===== src/rtl/ab_link_arbiter_if.sv =====
// Handshake bundle between the A/B requesters, the shared link and the arbiter.
// Modports: master drives requests and link_ready; slave is the arbiter side.
interface ab_link_arbiter_if #(
   parameter int A_TO_B_BITWIDTH = 8,
   parameter int B_TO_A_BITWIDTH = 8,
   parameter int LINK_BITWIDTH   = 8
);
   logic                       a_req_valid;
   logic [A_TO_B_BITWIDTH-1:0] a_req_data;
   logic                       a_req_ready;
   logic                       b_req_valid;
   logic [B_TO_A_BITWIDTH-1:0] b_req_data;
   logic                       b_req_ready;
   logic                       link_valid;
   logic                       link_dir;
   logic [LINK_BITWIDTH-1:0]   link_data;
   logic                       link_ready;
   logic [15:0]                a_beat_cnt;
   logic [15:0]                b_beat_cnt;

   modport master (
      output a_req_valid, a_req_data,
      output b_req_valid, b_req_data,
      output link_ready,
      input  a_req_ready, b_req_ready,
      input  link_valid, link_dir, link_data,
      input  a_beat_cnt, b_beat_cnt
   );

   modport slave (
      input  a_req_valid, a_req_data,
      input  b_req_valid, b_req_data,
      input  link_ready,
      output a_req_ready, b_req_ready,
      output link_valid, link_dir, link_data,
      output a_beat_cnt, b_beat_cnt
   );
endinterface


===== src/rtl/ab_link_arbiter.sv =====
// Bidirectional A/B link arbiter: one shared link register, burst-limited grants.
// Ports: clk, rst (sync, active-high), bus (slave modport of ab_link_arbiter_if).
module ab_link_arbiter #(
   parameter int A_TO_B_BITWIDTH = 8,
   parameter int B_TO_A_BITWIDTH = 8,
   parameter int LINK_BITWIDTH   = 8,
   parameter int MAX_BURST       = 4
) (
   input  logic                clk,
   input  logic                rst,
   ab_link_arbiter_if.slave    bus
);

   typedef enum logic [1:0] {
      IDLE,
      GRANT_A,
      GRANT_B
   } state_t;

   localparam logic [3:0] BURST_LAST = 4'(MAX_BURST - 1);

   state_t                   state_q, state_d;
   logic [3:0]               burst_q, burst_d;
   logic                     last_dir_q, last_dir_d;
   logic                     link_valid_q, link_valid_d;
   logic                     link_dir_q, link_dir_d;
   logic [LINK_BITWIDTH-1:0] link_data_q, link_data_d;
   logic [15:0]              a_cnt_q, a_cnt_d;
   logic [15:0]              b_cnt_q, b_cnt_d;

   logic slot_free;
   logic a_rdy;
   logic b_rdy;
   logic acc_a;
   logic acc_b;
   logic burst_end;

   // The link slot can take a beat if empty or being drained this cycle.
   assign slot_free = !link_valid_q || bus.link_ready;
   assign a_rdy     = !rst && (state_q == GRANT_A) && slot_free;
   assign b_rdy     = !rst && (state_q == GRANT_B) && slot_free;
   assign acc_a     = a_rdy && bus.a_req_valid;
   assign acc_b     = b_rdy && bus.b_req_valid;
   assign burst_end = (burst_q == BURST_LAST);

   always_comb begin
      state_d      = state_q;
      burst_d      = burst_q;
      last_dir_d   = last_dir_q;
      link_valid_d = link_valid_q;
      link_dir_d   = link_dir_q;
      link_data_d  = link_data_q;
      a_cnt_d      = a_cnt_q;
      b_cnt_d      = b_cnt_q;

      unique case (state_q)
         IDLE: begin
            // last_dir_q=1 means B went last, so a tie goes to A.
            if (bus.a_req_valid && (!bus.b_req_valid || last_dir_q)) begin
               state_d    = GRANT_A;
               burst_d    = '0;
               last_dir_d = 1'b0;
            end else if (bus.b_req_valid) begin
               state_d    = GRANT_B;
               burst_d    = '0;
               last_dir_d = 1'b1;
            end
         end
         GRANT_A: begin
            if (!bus.a_req_valid) begin
               if (bus.b_req_valid) begin
                  state_d    = GRANT_B;
                  burst_d    = '0;
                  last_dir_d = 1'b1;
               end else begin
                  state_d = IDLE;
               end
            end else if (acc_a) begin
               if (burst_end && bus.b_req_valid) begin
                  state_d    = GRANT_B;
                  burst_d    = '0;
                  last_dir_d = 1'b1;
               end else if (!burst_end) begin
                  // Saturates at the limit while B stays idle.
                  burst_d = burst_q + 4'd1;
               end
            end
         end
         GRANT_B: begin
            if (!bus.b_req_valid) begin
               if (bus.a_req_valid) begin
                  state_d    = GRANT_A;
                  burst_d    = '0;
                  last_dir_d = 1'b0;
               end else begin
                  state_d = IDLE;
               end
            end else if (acc_b) begin
               if (burst_end && bus.a_req_valid) begin
                  state_d    = GRANT_A;
                  burst_d    = '0;
                  last_dir_d = 1'b0;
               end else if (!burst_end) begin
                  burst_d = burst_q + 4'd1;
               end
            end
         end
         default: begin
            state_d = IDLE;
         end
      endcase

      if (acc_a) begin
         link_valid_d = 1'b1;
         link_dir_d   = 1'b0;
         link_data_d  = LINK_BITWIDTH'(bus.a_req_data);
         a_cnt_d      = a_cnt_q + 16'd1;
      end else if (acc_b) begin
         link_valid_d = 1'b1;
         link_dir_d   = 1'b1;
         link_data_d  = LINK_BITWIDTH'(bus.b_req_data);
         b_cnt_d      = b_cnt_q + 16'd1;
      end else if (bus.link_ready) begin
         link_valid_d = 1'b0;
      end
   end

   always_ff @(posedge clk) begin
      if (rst) begin
         state_q      <= IDLE;
         burst_q      <= '0;
         last_dir_q   <= 1'b1;
         link_valid_q <= 1'b0;
         link_dir_q   <= 1'b0;
         link_data_q  <= '0;
         a_cnt_q      <= '0;
         b_cnt_q      <= '0;
      end else begin
         state_q      <= state_d;
         burst_q      <= burst_d;
         last_dir_q   <= last_dir_d;
         link_valid_q <= link_valid_d;
         link_dir_q   <= link_dir_d;
         link_data_q  <= link_data_d;
         a_cnt_q      <= a_cnt_d;
         b_cnt_q      <= b_cnt_d;
      end
   end

   assign bus.a_req_ready = a_rdy;
   assign bus.b_req_ready = b_rdy;
   assign bus.link_valid  = link_valid_q;
   assign bus.link_dir    = link_dir_q;
   assign bus.link_data   = link_data_q;
   assign bus.a_beat_cnt  = a_cnt_q;
   assign bus.b_beat_cnt  = b_cnt_q;

endmodule


===== src/flat_wrapper.sv =====
// flat-port wrapper written by rule: the top's interface ports become plain ports
module ab_link_arbiter_flat 
#(
   parameter int A_TO_B_BITWIDTH = 8,
   parameter int B_TO_A_BITWIDTH = 8,
   parameter int LINK_BITWIDTH   = 8,
   parameter int MAX_BURST       = 4
)
  (clk, rst, bus_a_req_valid, bus_a_req_data, bus_b_req_valid, bus_b_req_data, bus_link_ready, bus_a_req_ready, bus_b_req_ready, bus_link_valid, bus_link_dir, bus_link_data, bus_a_beat_cnt, bus_b_beat_cnt);
  ab_link_arbiter_if #(.A_TO_B_BITWIDTH(A_TO_B_BITWIDTH), .B_TO_A_BITWIDTH(B_TO_A_BITWIDTH), .LINK_BITWIDTH(LINK_BITWIDTH)) bus_i ();
  input  logic clk;
  input  logic rst;
  input wire logic [$bits(bus_i.a_req_valid)-1:0] bus_a_req_valid;
  input wire logic [$bits(bus_i.a_req_data)-1:0] bus_a_req_data;
  input wire logic [$bits(bus_i.b_req_valid)-1:0] bus_b_req_valid;
  input wire logic [$bits(bus_i.b_req_data)-1:0] bus_b_req_data;
  input wire logic [$bits(bus_i.link_ready)-1:0] bus_link_ready;
  output wire logic [$bits(bus_i.a_req_ready)-1:0] bus_a_req_ready;
  output wire logic [$bits(bus_i.b_req_ready)-1:0] bus_b_req_ready;
  output wire logic [$bits(bus_i.link_valid)-1:0] bus_link_valid;
  output wire logic [$bits(bus_i.link_dir)-1:0] bus_link_dir;
  output wire logic [$bits(bus_i.link_data)-1:0] bus_link_data;
  output wire logic [$bits(bus_i.a_beat_cnt)-1:0] bus_a_beat_cnt;
  output wire logic [$bits(bus_i.b_beat_cnt)-1:0] bus_b_beat_cnt;
  assign bus_i.a_req_valid = bus_a_req_valid;
  assign bus_i.a_req_data = bus_a_req_data;
  assign bus_i.b_req_valid = bus_b_req_valid;
  assign bus_i.b_req_data = bus_b_req_data;
  assign bus_i.link_ready = bus_link_ready;
  assign bus_a_req_ready = bus_i.a_req_ready;
  assign bus_b_req_ready = bus_i.b_req_ready;
  assign bus_link_valid = bus_i.link_valid;
  assign bus_link_dir = bus_i.link_dir;
  assign bus_link_data = bus_i.link_data;
  assign bus_a_beat_cnt = bus_i.a_beat_cnt;
  assign bus_b_beat_cnt = bus_i.b_beat_cnt;
  ab_link_arbiter #(.A_TO_B_BITWIDTH(A_TO_B_BITWIDTH), .B_TO_A_BITWIDTH(B_TO_A_BITWIDTH), .LINK_BITWIDTH(LINK_BITWIDTH), .MAX_BURST(MAX_BURST)) u_core (.clk(clk), .rst(rst), .bus(bus_i));
endmodule

===== config.mk =====
export PLATFORM = sky130hd
export DESIGN_NAME = ab_link_arbiter_flat
export DESIGN_NICKNAME = d
export VERILOG_FILES = /design/src/rtl/ab_link_arbiter_if.sv /design/src/rtl/ab_link_arbiter.sv /design/src/flat_wrapper.sv
export SDC_FILE = /design/constraint.sdc
export NUM_CORES = 1
export LEC_CHECK = 0
export ABC_AREA = 1
export CAP_MARGIN = 20
export CORE_MARGIN = 8
export CORE_UTILIZATION = 55
export CTS_CLUSTER_DIAMETER = 30
export DETAILED_ROUTE_END_ITERATION = 7
export PLACE_DENSITY = 0.95
export RECOVER_POWER = 25
export SYNTH_ARGS = -nofsm -noshare
export SYNTH_HDL_FRONTEND = slang
export SYNTH_SLANG_ARGS = --single-unit

===== constraint.sdc =====
create_clock -name clk -period 2.55 [get_ports clk]
set_input_delay 0.51 -clock clk [delete_from_list [all_inputs] [get_ports clk]]
set_output_delay 0.51 -clock clk [all_outputs]
set_load 0.03 [all_outputs]

==> flow_metrics.py <==
metrics = {
    "synth": {
        "synth_area_um2": 2880,
        "synth-compound-area-share": 0.148,
        "synthSimpleGateAreaFrac": 0.361,
        "ys.flop_type": "dfxtp_1",
        "postSynthCellCount": 447,
        "synthMuxAreaShare": 0,
        "async_reset_ff_frac": 0,
        "synth_top_family_by_area": "simple AND/OR/NAND/NOR gates",
        "ys_ff_latch": 49,
        "synthAdderAreaFrac": 0.0347,
        "yosysWarnings": 0,
        "synthDistinctLibCells": 36,
        "avgSynthCellArea_um2": 6.45,
        "synth_xor_area_frac": 0.0213,
        "syn_nets": 476,
        "synth_edf_count": 0,
        "seq_area_frac_synth": 0.340,
    },
    "placed_design": {
        "numPortBuffers": 64,
        "dpl.cell_count": 575,
        "dp_slack_ns": 0.302,
        "place_congestion": 0.870,
        "post-dp-hpwl_mm": 5.97,
        "placed_area_um2": 3570,
    },
    "clocking": {
        "holdBufCountCts": 0,
        "root_buffer": "clkbuf_8",
        "clock_path_buffers": 2,
        "cts.sinks": 49,
        "cts_buffers": 5,
        "insertion_delay_ns": 0.31,
        "cts.clk_slew.worst_paths_ns": 0.09,
        "cts_tree": "yes",
        "h-tree-depth": 2,
        "cts_setup_buffers": 0,
        "post_cts_resized": 0,
    },
    "final_layout": {
        "final_cell_mix": "nand2_1, clkdlybuf4s50_1, nor2_1",
        "stdcell_area_um2": 3660,
        "nNetsFinal": 541,
        "final_common_cell": "nand2_1",
        "fin_cells": 583,
        "final_layout_size_suffix_gt1_frac": 0.0604,
        "syn2layout_area_growth_pct": 27.0,
        "antenna_cells": 0,
    },
    "power_and_ir_drop": {
        "p_sw_frac": 0.378,
        "p_int_mw": 1.38,
        "p_leak_nw": 1.40,
        "total_power_mw": 2.21,
        "power_density_nw_per_um2": 604,
        "power_switching_uw": 836,
        "seqPwrFrac": 0.386,
        "combPwrFrac": 0.361,
        "p_clk_frac": 0.253,
        "peakVddDrop_v": 0.000406,
    },
    "detailed_routing": {
        "drt-total-wl_mm": 7.74,
        "wire_per_inst_um": 13.3,
        "met3_length_um": 531,
        "via_per_inst": 5.38,
        "dr_wl_met2_mm": 3.86,
        "vias": 3135,
        "drtIter0Drc": 228,
        "drtPass1Iterations": 4,
        "m1WireLength_mm": 3.17,
        "ant_nets": 0,
        "highest_layer": "met4",
        "drc": 0,
    },
    "floorplanning": {
        "rows": 26,
        "core_um2": 5070,
        "io_pins": 65,
        "chipHeight_um": 88.4,
        "die_width_um": 88.4,
        "die_area_um2": 7820,
        "initial_core_util": 0.568,
    },
    "timing": {
        "setup_tns_ns": 0,
        "max_freq_mhz": 440,
        "fin_skew_ns": 0.0117,
        "setup_violations": 0,
        "drv_slew": 0,
        "fin_crit_ns": 2.27,
        "finalCritPeriodShare": 0.890,
        "relSlewSlack": 0.572,
        "finalHoldViolations": 0,
        "tightest_slew_ns": 0.641,
        "setup_ws_ns": 0.280,
        "rsz0062_at_grt": "no",
    },
    "worst_setup_path": {
        "critPathRequiredTime_ns": 2.04,
        "cp_max_fo": 4,
        "cp.arrival_ns": 1.76,
        "cp-start-kind": "primary input",
        "crit_type": "primary input to output pin",
        "r2r_slack_ns": 0.52,
        "crit_path_end_kind": "output pin",
    },
    "global_route": {
        "grt_start_max_net_pins": 28,
        "grt_pass1_vias": 2946,
        "grt_pass1_wl_mm": 13.0,
        "grt_usage": 0.205,
        "antenna_found_initial": 0,
        "overflow": 0,
    },
    "run": {
        "maxCapViolations": 0,
    },
    "status": {
        "outcome": "completed",
    },
    "min_path": {
        "hold_path.class": "flop to flop",
    },
}
==> cell usage after synthesis (4+ instances only) <==
| master | count | share of area |
|---|---|---|
| a21oi_1 | 33 | 0.057 |
| dfxtp_1 | 49 | 0.34 |
| ha_1 | 8 | 0.035 |
| inv_1 | 51 | 0.066 |
| inv_2 | 4 | 0.0052 |
| nand2_1 | 142 | 0.18 |
| nand3_1 | 24 | 0.042 |
| nand3_2 | 4 | 0.014 |
| nand4_1 | 4 | 0.0087 |
| nor2_1 | 51 | 0.066 |
| nor3_1 | 6 | 0.010 |
| o21a_1 | 5 | 0.013 |
| o21ai_0 | 21 | 0.036 |
| o21ai_1 | 7 | 0.012 |
| xnor2_1 | 4 | 0.012 |
==> path summary, 6_finish.rpt <==
check                           from                       to  depth (start not counted)
max                              rst          bus_a_req_ready                          5
min          u_core.bus.link_data[5]  u_core.bus.link_data[5]                          2
max reg2reg        u_core.state_q[1]  u_core.bus.link_data[4]                         10
min reg2reg  u_core.bus.link_data[5]  u_core.bus.link_data[5]                          2
==> layer usage <==
| metal | vias to the layer above | global-route usage |
|---|---|---|
| met5 | - | 0 |
| met2 | 120 | 0.369 |
| li1 | 1555 | - |
| met3 | 20 | 0.0464 |
| met4 | 0 | 0.0783 |
| met1 | 1440 | 0.227 |
==> critical path, stage by stage <==
cell,delay [ns]
dlygate4sd3_1,0.62
nor2_1,0.29
nand2_1,0.12
inv_1,0.07
buf_4,0.15
==> cell families after synthesis <==
family,Yosys count
DFF,49
xor gates and xnor gates,7
and+or+nand+nor,241
buffers and inverters,65
adders and majority gates,8
AOI/OAI and AO/OA,77
==> per-stage QoR <==
| step | utilization | hold slack (ns) |
|---|---|---|
| floorplan | - | 0.487 |
| global placement | 0.703 | 0.451 |
| detailed placement | 0.703 | 0.460 |
| CTS | 0.726 | 0.476 |
| global route | 0.722 | 0.494 |
| finish | 0.722 | 0.478 |
==> state kept, by name, indices dropped and copies added, names as in the netlist <==
signal and count:
u_core.state_q 2, u_core.bus.b_beat_cnt 16, u_core.bus.link_dir 1, u_core.burst_q 4
u_core.bus.link_valid 1, u_core.last_dir_q 1, u_core.bus.link_data 8, u_core.bus.a_beat_cnt 16
==> power groups by stage <==
| stage | Sequential, mW | Clock, mW | Combinational (mW) |
|---|---|---|---|
| 4_1_cts | 0.854 | 0.566 | 0.806 |
| 3_3_place_gp | 0.868 | 0 | 0.757 |
| 2_1_floorplan | 0.901 | 0 | 0.539 |
| 5_1_grt | 0.859 | 0.599 | 0.874 |
| 3_5_place_dp | 0.872 | 0 | 0.792 |
| 6_report | 0.854 | 0.559 | 0.799 |
==> area by class of cell <==
type / instances / area, um^2
multi-input cells: 333 / 1610
flip-flops and latches: 49 / 981
clock inverters: 3 / 46.3
clock buffers: 5 / 68.8
inverters: 56 / 213
well taps: 70 / 87.6
repair buffers: 67 / 658
fillers: 423 / 1410
Power figures use the tool's default switching activity.
